### src/rtl/pipe_pkg.sv
// Shared pipeline definitions: control-bundle layout, squash encoding and opcodes.
package pipe_pkg;
    localparam int CTRL_W = 10;

    localparam int CTRL_REG_DST    = 9;
    localparam int CTRL_BRANCH     = 8;
    localparam int CTRL_MEM_READ   = 7;
    localparam int CTRL_MEM_TO_REG = 6;
    localparam int CTRL_MEM_WRITE  = 5;
    localparam int CTRL_ALU_SRC    = 4;
    localparam int CTRL_REG_WRITE  = 3;
    localparam int CTRL_JUMP       = 2;
    localparam int CTRL_ALU_OP_HI  = 1;
    localparam int CTRL_ALU_OP_LO  = 0;

    // Same encoding the control unit emits when it squashes an instruction.
    localparam logic [CTRL_W-1:0] BUBBLE_CTRL = 10'b00_0000_0010;

    localparam logic [5:0] RType = 6'h00;
    localparam logic [5:0] LW    = 6'h23;
    localparam logic [5:0] SW    = 6'h2B;
    localparam logic [5:0] BEQ   = 6'h04;
    localparam logic [5:0] ADDI  = 6'h08;
    localparam logic [5:0] JUMP  = 6'h02;
endpackage

### src/rtl/id_ex_register_if.sv
// Decode-side inputs and execute-side outputs of the ID/EX boundary.
interface id_ex_if
    import pipe_pkg::*;
#(
    parameter int DATA_W = 32,
    parameter int PC_W   = 32,
    parameter int REG_W  = 5
);
    logic              id_valid;
    logic [PC_W-1:0]   id_pc;
    logic [DATA_W-1:0] id_rs_data;
    logic [DATA_W-1:0] id_rt_data;
    logic [REG_W-1:0]  id_rs;
    logic [REG_W-1:0]  id_rt;
    logic [REG_W-1:0]  id_rd;
    logic [15:0]       id_imm;
    logic [5:0]        id_funct;
    logic [CTRL_W-1:0] id_ctrl;
    logic              branch_out_ex_dm;

    logic              stall_out;
    logic              ex_valid;
    logic [PC_W-1:0]   ex_pc;
    logic [DATA_W-1:0] ex_rs_data;
    logic [DATA_W-1:0] ex_rt_data;
    logic [DATA_W-1:0] ex_imm_ext;
    logic [REG_W-1:0]  ex_rs;
    logic [REG_W-1:0]  ex_rt;
    logic [REG_W-1:0]  ex_rd;
    logic [5:0]        ex_funct;
    logic [CTRL_W-1:0] ex_ctrl;
    logic [15:0]       bubble_count;

    modport master (
        output id_valid, id_pc, id_rs_data, id_rt_data, id_rs, id_rt, id_rd,
               id_imm, id_funct, id_ctrl, branch_out_ex_dm,
        input  stall_out, ex_valid, ex_pc, ex_rs_data, ex_rt_data, ex_imm_ext,
               ex_rs, ex_rt, ex_rd, ex_funct, ex_ctrl, bubble_count
    );

    modport slave (
        input  id_valid, id_pc, id_rs_data, id_rt_data, id_rs, id_rt, id_rd,
               id_imm, id_funct, id_ctrl, branch_out_ex_dm,
        output stall_out, ex_valid, ex_pc, ex_rs_data, ex_rt_data, ex_imm_ext,
               ex_rs, ex_rt, ex_rd, ex_funct, ex_ctrl, bubble_count
    );
endinterface

### src/rtl/id_ex_register_hazard_detect.sv
// Load-use hazard detector: a load in EX whose destination feeds the ID instruction.
module hazard_detect #(
    parameter int REG_W = 5
) (
    input  logic             ex_valid,
    input  logic             ex_mem_read,
    input  logic [REG_W-1:0] ex_rt,
    input  logic             id_valid,
    input  logic [REG_W-1:0] id_rs,
    input  logic [REG_W-1:0] id_rt,
    input  logic             id_alu_src,
    input  logic             id_mem_write,
    input  logic             id_jump,
    output logic             load_use
);
    logic id_uses_rt;

    always_comb begin
        // rt is a source for R-type, BEQ and SW; never for jumps.
        id_uses_rt = (~id_alu_src | id_mem_write) & ~id_jump;
        load_use   = ex_valid & ex_mem_read & (ex_rt != '0) & id_valid &
                     ((ex_rt == id_rs) | (id_uses_rt & (ex_rt == id_rt)));
    end
endmodule

### src/rtl/id_ex_register.sv
// ID/EX pipeline register with load-use stall, branch squash and bubble counter.
module id_ex_register
    import pipe_pkg::*;
#(
    parameter int DATA_W = 32,
    parameter int PC_W   = 32,
    parameter int REG_W  = 5
) (
    input logic    clk,
    input logic    reset,
    id_ex_if.slave bus
);
    logic              load_use;
    logic              bubble;

    logic              ex_valid_q, ex_valid_d;
    logic [CTRL_W-1:0] ex_ctrl_q, ex_ctrl_d;
    logic [PC_W-1:0]   ex_pc_q;
    logic [DATA_W-1:0] ex_rs_data_q, ex_rt_data_q, ex_imm_ext_q, ex_imm_ext_d;
    logic [REG_W-1:0]  ex_rs_q, ex_rt_q, ex_rd_q;
    logic [5:0]        ex_funct_q;
    logic [15:0]       bubble_count_q, bubble_count_d;

    function automatic logic [15:0] sat_inc(input logic [15:0] c);
        return (c == 16'hFFFF) ? c : c + 16'd1;
    endfunction

    hazard_detect #(.REG_W(REG_W)) u_hazard (
        .ex_valid     (ex_valid_q),
        .ex_mem_read  (ex_ctrl_q[CTRL_MEM_READ]),
        .ex_rt        (ex_rt_q),
        .id_valid     (bus.id_valid),
        .id_rs        (bus.id_rs),
        .id_rt        (bus.id_rt),
        .id_alu_src   (bus.id_ctrl[CTRL_ALU_SRC]),
        .id_mem_write (bus.id_ctrl[CTRL_MEM_WRITE]),
        .id_jump      (bus.id_ctrl[CTRL_JUMP]),
        .load_use     (load_use)
    );

    always_comb begin
        bubble       = 1'b0;
        ex_valid_d   = bus.id_valid;
        ex_ctrl_d    = bus.id_valid ? bus.id_ctrl : BUBBLE_CTRL;
        ex_imm_ext_d = {{(DATA_W-16){bus.id_imm[15]}}, bus.id_imm};
        // Squash and load-use both insert a single bubble; squash has priority.
        if (bus.branch_out_ex_dm || load_use) begin
            bubble     = 1'b1;
            ex_valid_d = 1'b0;
            ex_ctrl_d  = BUBBLE_CTRL;
        end
        bubble_count_d = bubble ? sat_inc(bubble_count_q) : bubble_count_q;
    end

    always_ff @(posedge clk or negedge reset) begin
        if (!reset) begin
            ex_valid_q     <= 1'b0;
            ex_ctrl_q      <= BUBBLE_CTRL;
            ex_pc_q        <= '0;
            ex_rs_data_q   <= '0;
            ex_rt_data_q   <= '0;
            ex_imm_ext_q   <= '0;
            ex_rs_q        <= '0;
            ex_rt_q        <= '0;
            ex_rd_q        <= '0;
            ex_funct_q     <= '0;
            bubble_count_q <= '0;
        end else begin
            ex_valid_q     <= ex_valid_d;
            ex_ctrl_q      <= ex_ctrl_d;
            ex_pc_q        <= bus.id_pc;
            ex_rs_data_q   <= bus.id_rs_data;
            ex_rt_data_q   <= bus.id_rt_data;
            ex_imm_ext_q   <= ex_imm_ext_d;
            ex_rs_q        <= bus.id_rs;
            ex_rt_q        <= bus.id_rt;
            ex_rd_q        <= bus.id_rd;
            ex_funct_q     <= bus.id_funct;
            bubble_count_q <= bubble_count_d;
        end
    end

    assign bus.stall_out    = load_use & ~bus.branch_out_ex_dm;
    assign bus.ex_valid     = ex_valid_q;
    assign bus.ex_ctrl      = ex_ctrl_q;
    assign bus.ex_pc        = ex_pc_q;
    assign bus.ex_rs_data   = ex_rs_data_q;
    assign bus.ex_rt_data   = ex_rt_data_q;
    assign bus.ex_imm_ext   = ex_imm_ext_q;
    assign bus.ex_rs        = ex_rs_q;
    assign bus.ex_rt        = ex_rt_q;
    assign bus.ex_rd        = ex_rd_q;
    assign bus.ex_funct     = ex_funct_q;
    assign bus.bubble_count = bubble_count_q;
endmodule
### src/flat_wrapper.sv
// flat-port wrapper written by rule: the top's interface ports become plain ports
module id_ex_register_flat import pipe_pkg::*;
#(
    parameter int DATA_W = 32,
    parameter int PC_W   = 32,
    parameter int REG_W  = 5
)
  (clk, reset, bus_id_valid, bus_id_pc, bus_id_rs_data, bus_id_rt_data, bus_id_rs, bus_id_rt, bus_id_rd, bus_id_imm, bus_id_funct, bus_id_ctrl, bus_branch_out_ex_dm, bus_stall_out, bus_ex_valid, bus_ex_pc, bus_ex_rs_data, bus_ex_rt_data, bus_ex_imm_ext, bus_ex_rs, bus_ex_rt, bus_ex_rd, bus_ex_funct, bus_ex_ctrl, bus_bubble_count);
  id_ex_if #(.DATA_W(DATA_W), .PC_W(PC_W), .REG_W(REG_W)) bus_i ();
  input logic clk;
  input logic reset;
  input wire logic [$bits(bus_i.id_valid)-1:0] bus_id_valid;
  input wire logic [$bits(bus_i.id_pc)-1:0] bus_id_pc;
  input wire logic [$bits(bus_i.id_rs_data)-1:0] bus_id_rs_data;
  input wire logic [$bits(bus_i.id_rt_data)-1:0] bus_id_rt_data;
  input wire logic [$bits(bus_i.id_rs)-1:0] bus_id_rs;
  input wire logic [$bits(bus_i.id_rt)-1:0] bus_id_rt;
  input wire logic [$bits(bus_i.id_rd)-1:0] bus_id_rd;
  input wire logic [$bits(bus_i.id_imm)-1:0] bus_id_imm;
  input wire logic [$bits(bus_i.id_funct)-1:0] bus_id_funct;
  input wire logic [$bits(bus_i.id_ctrl)-1:0] bus_id_ctrl;
  input wire logic [$bits(bus_i.branch_out_ex_dm)-1:0] bus_branch_out_ex_dm;
  output wire logic [$bits(bus_i.stall_out)-1:0] bus_stall_out;
  output wire logic [$bits(bus_i.ex_valid)-1:0] bus_ex_valid;
  output wire logic [$bits(bus_i.ex_pc)-1:0] bus_ex_pc;
  output wire logic [$bits(bus_i.ex_rs_data)-1:0] bus_ex_rs_data;
  output wire logic [$bits(bus_i.ex_rt_data)-1:0] bus_ex_rt_data;
  output wire logic [$bits(bus_i.ex_imm_ext)-1:0] bus_ex_imm_ext;
  output wire logic [$bits(bus_i.ex_rs)-1:0] bus_ex_rs;
  output wire logic [$bits(bus_i.ex_rt)-1:0] bus_ex_rt;
  output wire logic [$bits(bus_i.ex_rd)-1:0] bus_ex_rd;
  output wire logic [$bits(bus_i.ex_funct)-1:0] bus_ex_funct;
  output wire logic [$bits(bus_i.ex_ctrl)-1:0] bus_ex_ctrl;
  output wire logic [$bits(bus_i.bubble_count)-1:0] bus_bubble_count;
  assign bus_i.id_valid = bus_id_valid;
  assign bus_i.id_pc = bus_id_pc;
  assign bus_i.id_rs_data = bus_id_rs_data;
  assign bus_i.id_rt_data = bus_id_rt_data;
  assign bus_i.id_rs = bus_id_rs;
  assign bus_i.id_rt = bus_id_rt;
  assign bus_i.id_rd = bus_id_rd;
  assign bus_i.id_imm = bus_id_imm;
  assign bus_i.id_funct = bus_id_funct;
  assign bus_i.id_ctrl = bus_id_ctrl;
  assign bus_i.branch_out_ex_dm = bus_branch_out_ex_dm;
  assign bus_stall_out = bus_i.stall_out;
  assign bus_ex_valid = bus_i.ex_valid;
  assign bus_ex_pc = bus_i.ex_pc;
  assign bus_ex_rs_data = bus_i.ex_rs_data;
  assign bus_ex_rt_data = bus_i.ex_rt_data;
  assign bus_ex_imm_ext = bus_i.ex_imm_ext;
  assign bus_ex_rs = bus_i.ex_rs;
  assign bus_ex_rt = bus_i.ex_rt;
  assign bus_ex_rd = bus_i.ex_rd;
  assign bus_ex_funct = bus_i.ex_funct;
  assign bus_ex_ctrl = bus_i.ex_ctrl;
  assign bus_bubble_count = bus_i.bubble_count;
  id_ex_register #(.DATA_W(DATA_W), .PC_W(PC_W), .REG_W(REG_W)) u_core (.clk(clk), .reset(reset), .bus(bus_i));
endmodule
### config.mk
export PLATFORM = sky130hd
export DESIGN_NAME = id_ex_register_flat
export DESIGN_NICKNAME = d
export VERILOG_FILES = /design/src/rtl/pipe_pkg.sv /design/src/rtl/id_ex_register_if.sv /design/src/rtl/id_ex_register_hazard_detect.sv /design/src/rtl/id_ex_register.sv /design/src/flat_wrapper.sv
export SDC_FILE = /design/constraint.sdc
export NUM_CORES = 1
export LEC_CHECK = 0
export CORE_AREA = 2 2 128 130
export DETAILED_ROUTE_END_ITERATION = 10
export DIE_AREA = 0 0 130 132
export GPL_ROUTABILITY_DRIVEN = 0
export GPL_TIMING_DRIVEN = 0
export PLACE_DENSITY = 0.7
export SLEW_MARGIN = 25
export SYNTH_ARGS = -nofsm -noshare
export SYNTH_HDL_FRONTEND = slang
export SYNTH_SLANG_ARGS = --single-unit
### constraint.sdc
create_clock -name clk -period 2.2 [get_ports clk]
set_input_delay 0.33 -clock clk [delete_from_list [all_inputs] [get_ports clk]]
set_output_delay 0.33 -clock clk [all_outputs]
set_load 0.03 [all_outputs]
======== Word-level counts from Yosys, hierarchy flattened ========
Cells that the tools add are included.
cells by class
  add/subtract/negate cells ............... 1
  multiplexer cells ....................... 4
  bitwise gates (word level) .............. 13
  equality and inequality tests ........... 3
  reduce and logical (&&, ||, !) cells .... 3
operators by type and width
  cell                     number
  $mux W10                 2
  $add A16 B1 Y16 const B  1
  $eq A16 B16 Y1 const B   1
  $eq A5 B5 Y1             2
  $and A1 B1 Y1            7
  $reduce_bool A5 Y1       1
  $not A1 Y1               4
  $mux W1                  2
  $or A1 B1 Y1             2
  $reduce_and A2 Y1        1
  $logic_or A1 B1 Y1       1
word-level totals
  logic and storage cells ................. 35
  flip-flop bits (word level) ............. 160
  output and inout port bits .............. 177
  input port bits ......................... 147

======== Longest topological paths before layout ========
  depth after elaboration ................. 9
  mapped depth ............................ 7

======== Hierarchy ========
Synthesis repeated with hierarchy kept, for this count alone.
second synthesis, totals
  cell total of the unflattened synthesis .. 267
  area, all modules ....................... 4783.3 µm²
modules (own cells, without submodules)
  module          cells each  sequential area each (µm²)  area an instance (µm²)  instances
  id_ex_register  248         4005.1                      4644.5                  1
  hazard_detect   19          0.0                         138.9                   1

======== Worst setup path after synthesis ========
No wires, ideal clock.
  path type ............................... reg2reg
  from .................................... register u_core.ex_rt_q[1], in the netlist u_core.bus.ex_rt[1]
  to ...................................... register u_core.bubble_count_q[1], in the netlist u_core.bus.bubble_count[1]
  path buffers ............................ 0
  library setup time ...................... 125 ps
  cell stages (with the launch flop) ...... 7
  data required time ...................... 2075 ps
  arrival time ............................ 2012 ps
  setup slack ............................. 63 ps
  period minus slack after synthesis ...... 2137 ps
  cell sequence ........................... dfrtp_1 > or4_1 > o211ai_2 > nor2_2 > a21oi_4 > nor2_2 > mux2_4
on the way
  cells in the longest elaborated chain, start to end .. 7
  elaborated cells on any way between the ends .. 11
ends and longest elaborated chain
  what                                                line                                                                    source
  start, declared                                     id_ex_register.sv:20                                                    logic [REG_W-1:0] ex_rs_q, ex_rt_q, ex_rd_q;
  start signal, assigned                              id_ex_register.sv:76                                                    ex_rt_q <= bus.id_rt;
  $eq A5 B5 Y1 or $reduce_bool A5 Y1 (tied branches)  id_ex_register_hazard_detect.sv:22, id_ex_register_hazard_detect.sv:21
  $and A1 B1 Y1, on equally long branches             id_ex_register_hazard_detect.sv:22, id_ex_register_hazard_detect.sv:21
  $or A1 B1 Y1 or $and A1 B1 Y1 (tied branches)       id_ex_register_hazard_detect.sv:22, id_ex_register_hazard_detect.sv:21
  $and A1 B1 Y1 (*)                                   id_ex_register_hazard_detect.sv:21                                      load_use = ex_valid & ex_mem_read & (ex_rt != '0) & id_valid &
  $logic_or A1 B1 Y1 (*)                              id_ex_register.sv:47                                                    if (bus.branch_out_ex_dm || load_use) begin
  $mux W1 (*)                                         id_ex_register.sv:47
  $reduce_and A2 Y1 (no source line) (*)              --
  end signal, assigned                                id_ex_register.sv:79                                                    bubble_count_q <= bubble_count_d;
  end, declared                                       id_ex_register.sv:22                                                    logic [15:0] bubble_count_q, bubble_count_d;
Every way passes the cells marked *; elsewhere a longest branch is shown, timed or not.
A chain may end at the register's enable or synchronous reset.

======== Worst setup path in the final report ========
  from .................................... register u_core.ex_rt_q[2], in the netlist u_core.bus.ex_rt[2]
  to ...................................... output port bus_stall_out
on the way
  cells in the longest elaborated chain, start to end .. 5
  elaborated cells on any way between the ends .. 9
ends and longest elaborated chain
  what                                                line                                                                    source
  $eq A5 B5 Y1 or $reduce_bool A5 Y1 (tied branches)  id_ex_register_hazard_detect.sv:22, id_ex_register_hazard_detect.sv:21
  $and A1 B1 Y1, on equally long branches             id_ex_register_hazard_detect.sv:22, id_ex_register_hazard_detect.sv:21
  $or A1 B1 Y1 or $and A1 B1 Y1 (tied branches)       id_ex_register_hazard_detect.sv:22, id_ex_register_hazard_detect.sv:21
  $and A1 B1 Y1 (*)                                   id_ex_register_hazard_detect.sv:21
  $and A1 B1 Y1 (*)                                   id_ex_register.sv:83                                                    assign bus.stall_out = load_use & ~bus.branch_out_ex_dm;
  end, declared                                       flat_wrapper.sv:23                                                      output wire logic [$bits(bus_i.stall_out)-1:0] bus_stall_out;
Marks and branches as above.

==> flow_summary.yaml <==
timing:
  max_freq_ghz: 0.437
  layout_setup_ws_ps: -87.7
  hold_slack_ps: 347
  rsz0062_at_grt: "true"
  hold_violations: 0
  maxSlewHeadroom: 0.626
  final.min_clock_period_ps: 2290
  maxSlewViolCount: 0
  setup_viol: 1
  worstMarginPinSlew_ps: 561
  skew_ps: 7.78
  period_share: 1.04
final_layout:
  area_growth_pct: 91.4
  nNetsFinal: 773
  final_common_cell: "clkdlybuf4s50_1"
  n_fill_cell: 1255
  final_core_util: 0.583
  seqCellArea_um2: 4010
  multiInputGateArea_um2: 714
  antenna_cells: 0
  layout-drive-gt1-share: 0.130
  layout_common_cells: "clkdlybuf4s50_1 (321), dfrtp_1 (156), buf_4 (28)"
critical_path:
  worstPathRequired_ps: 1870
  cp-start-kind: "register"
  cp-end-kind: "output pin"
  r2r_start: "u_core.bus.ex_rt[2]"
  reg2regPathDepth: 8
  r2r_slack_ps: 60
  path_class: "register to output pin"
  reg2reg_to: "u_core.bus.bubble_count[12]"
  crit_fanout: 4
  cp.arrival_ps: 1960
routing:
  drtIter0Drc: 150
  wl_per_cell_um: 17.0
  viasPerCell: 4.07
  wl_mm: 14.5
  via_count: 3476
  ant_nets: 0
  drc_errors: 0
  drtPass1Iterations: 4
clocking:
  h-tree-depth: 4
  cts.path.max_buffers: 2
  numCtsBuffers: 17
  cts_sinks: 160
  clk_latency_ps: 420
  cts_root_buf: "clkbuf_16"
  tritoncts: "done"
  clkTransAtPathRegs_ps: 60
hold_path:
  hp-class: "primary input to register"
  hold_start: "bus_id_rs_data[17]"
  hold_path_depth: 1
  min_to: "u_core.bus.ex_rs_data[17]"
synthesis:
  postSynthCellCount: 268
  ys_ff_latch: 160
  async_flop_share: 1.00
  syn-cell-area_um2: 4790
  synth_flop_cell: "dfrtp_1"
  synth_nets: 416
  syn_area_per_cell_um2: 17.9
  synth_edf_count: 0
  synth_cell_types: 36
  synth-seq-area-share: 0.837
  yosysWarnings: 0
pwr:
  power.switching_uw: 2050
  p_int_uw: 5820
  ir_drop_mv: 0.573
  total_power_uw: 7860
  clkPwrFrac: 0.396
  pwr-share-comb: 0.186
  p_leak_uw: 0.00388
  p_per_area_nw_per_um2: 858
  swShare: 0.260
  seqPwrFrac: 0.417
status:
  violations: "negative setup slack"
  run_status: "complete, but fails checks"
global_route:
  grt_max_degree: 88
  antenna_found_initial: 0
  grt_pass1_vias: 3740
  grt_pass1_wl_mm: 21.3
  gr-total-overflow: 0
  gr-usage-all-layers: 0.169
floorplanning:
  initial_core_util: 0.305
  rows: 46
  die_w_um: 130
  die_h_um: 132
  coreArea_um2: 15700
  dieArea_um2: 17200
  ios: 324
job:
  maxCapViolations: 0
placement:
  post-place-ws_ps: -511
  place_hpwl_mm: 11.2
  port_buffers: 323
==> flip-flops by register name, summed over array words and instances, names as in the netlist <==
signal                   cells
u_core.bus.ex_pc            32
u_core.bus.ex_rt_data       32
u_core.bus.ex_valid          1
u_core.bus.ex_ctrl          10
u_core.bus.ex_rs_data       32
u_core.bus.bubble_count     16
u_core.bus.ex_imm_ext       16
u_core.bus.ex_rs             5
u_core.bus.ex_rt             5
u_core.bus.ex_rd             5
u_core.bus.ex_funct          6
==> power groups by stage <==
stage                     combinational [µW]  clock [µW]  sequential [µW]
after global routing                    1540        3340             3300
after global placement                  1420           0             3320
after detailed placement                1440           0             3330
after CTS                               1460        3200             3280
after floorplan                          214           0             3720
final                                   1470        3120             3280
==> worst max path at each step <==
| stage | startpoint | to | slack, ps | cells past startpoint |
|---|---|---|---|---|
| floorplan | u_core.bus.ex_rt[1] | u_core.bus.bubble_count[1] | 60 | 6 |
| global placement | reset | u_core.bus.ex_imm_ext[4] | -5260 | 1 |
| detailed placement | bus_id_rt[0] | bus_stall_out | -510 | 6 |
| CTS | u_core.bus.ex_rt[2] | bus_stall_out | -170 | 5 |
| global route | u_core.bus.ex_rt[2] | bus_stall_out | -170 | 5 |
| finish | u_core.bus.ex_rt[2] | bus_stall_out | -90 | 5 |
==> critical path: stages (launching register included) <==
cell and delay [ps]:
dfrtp_2 440, or4_4 540, o211ai_4 210, nor2_4 50
and3_4 170, buf_6 130
==> metal layers <==
| layer | track usage | vias to the layer above | wire (µm) |
|---|---|---|---|
| li1 | - | 1591 | - |
| met3 | 0.0662 | 20 | 1220 |
| met4 | 0.0579 | 0 | 259 |
| met5 | 0 | - | 0 |
| met1 | 0.176 | 1674 | 5090 |
| met2 | 0.307 | 191 | 7980 |
==> area by class of cell <==
cell class | instances | share of cell area
buffer | 17 | 0.0139
clock buffer | 21 | 0.0492
timing repair buffer | 338 | 0.371
sequential | 160 | 0.438
multi-input combinational | 88 | 0.0780
tap | 216 | 0.0295
clock inverter | 11 | 0.0195
inverter | 3 | 0.00123
==> cells in the mapped netlist (5+ instances only) <==
master / number / share of area
and2_1: 8 / 0.010
and3_1: 5 / 0.0065
buf_4: 17 / 0.027
dfrtp_1: 159 / 0.83
nand2_1: 6 / 0.0047
nand3_1: 5 / 0.0052
xnor2_1: 11 / 0.020
xor2_1: 7 / 0.013
==> what timing repair did <==
action / 4_1_cts / 5_1_grt
endpoints found under the setup margin: 21 / 32
hold buffers: 1 / 0
hold endpoints to repair: 72 / 0
gates resized for setup: 18 / 5
pin swaps: 7 / 6
buffers inserted: 8 / 5
==> per-stage QoR <==
| stage | instance area, µm² | setup TNS (ps) | instances |
|---|---|---|---|
| 6_report | 9160 | -87.7 | 854 |
| 5_1_grt | 9160 | -492 | 854 |
| 4_1_cts | 9090 | -226 | 849 |
| 3_5_place_dp | 8320 | -1750 | 808 |
| 3_3_place_gp | 8290 | -839060 | 807 |
| 2_1_floorplan | 4790 | 0 | 268 |
==> cell families after synthesis <==
| logic type | after synthesis | share of synthesized area |
|---|---|---|
| flip-flops | 160 | 0.837 |
| AND/OR/NAND/NOR | 48 | 0.0599 |
| buffers and inverters | 20 | 0.0290 |
| XOR/XNOR | 18 | 0.0329 |
| AO/OA/AOI/OAI | 17 | 0.0285 |
| multiplexers | 4 | 0.0102 |
| adder cells (fa/ha/maj) | 1 | 0.00261 |
Power figures use the tool's default switching activity.
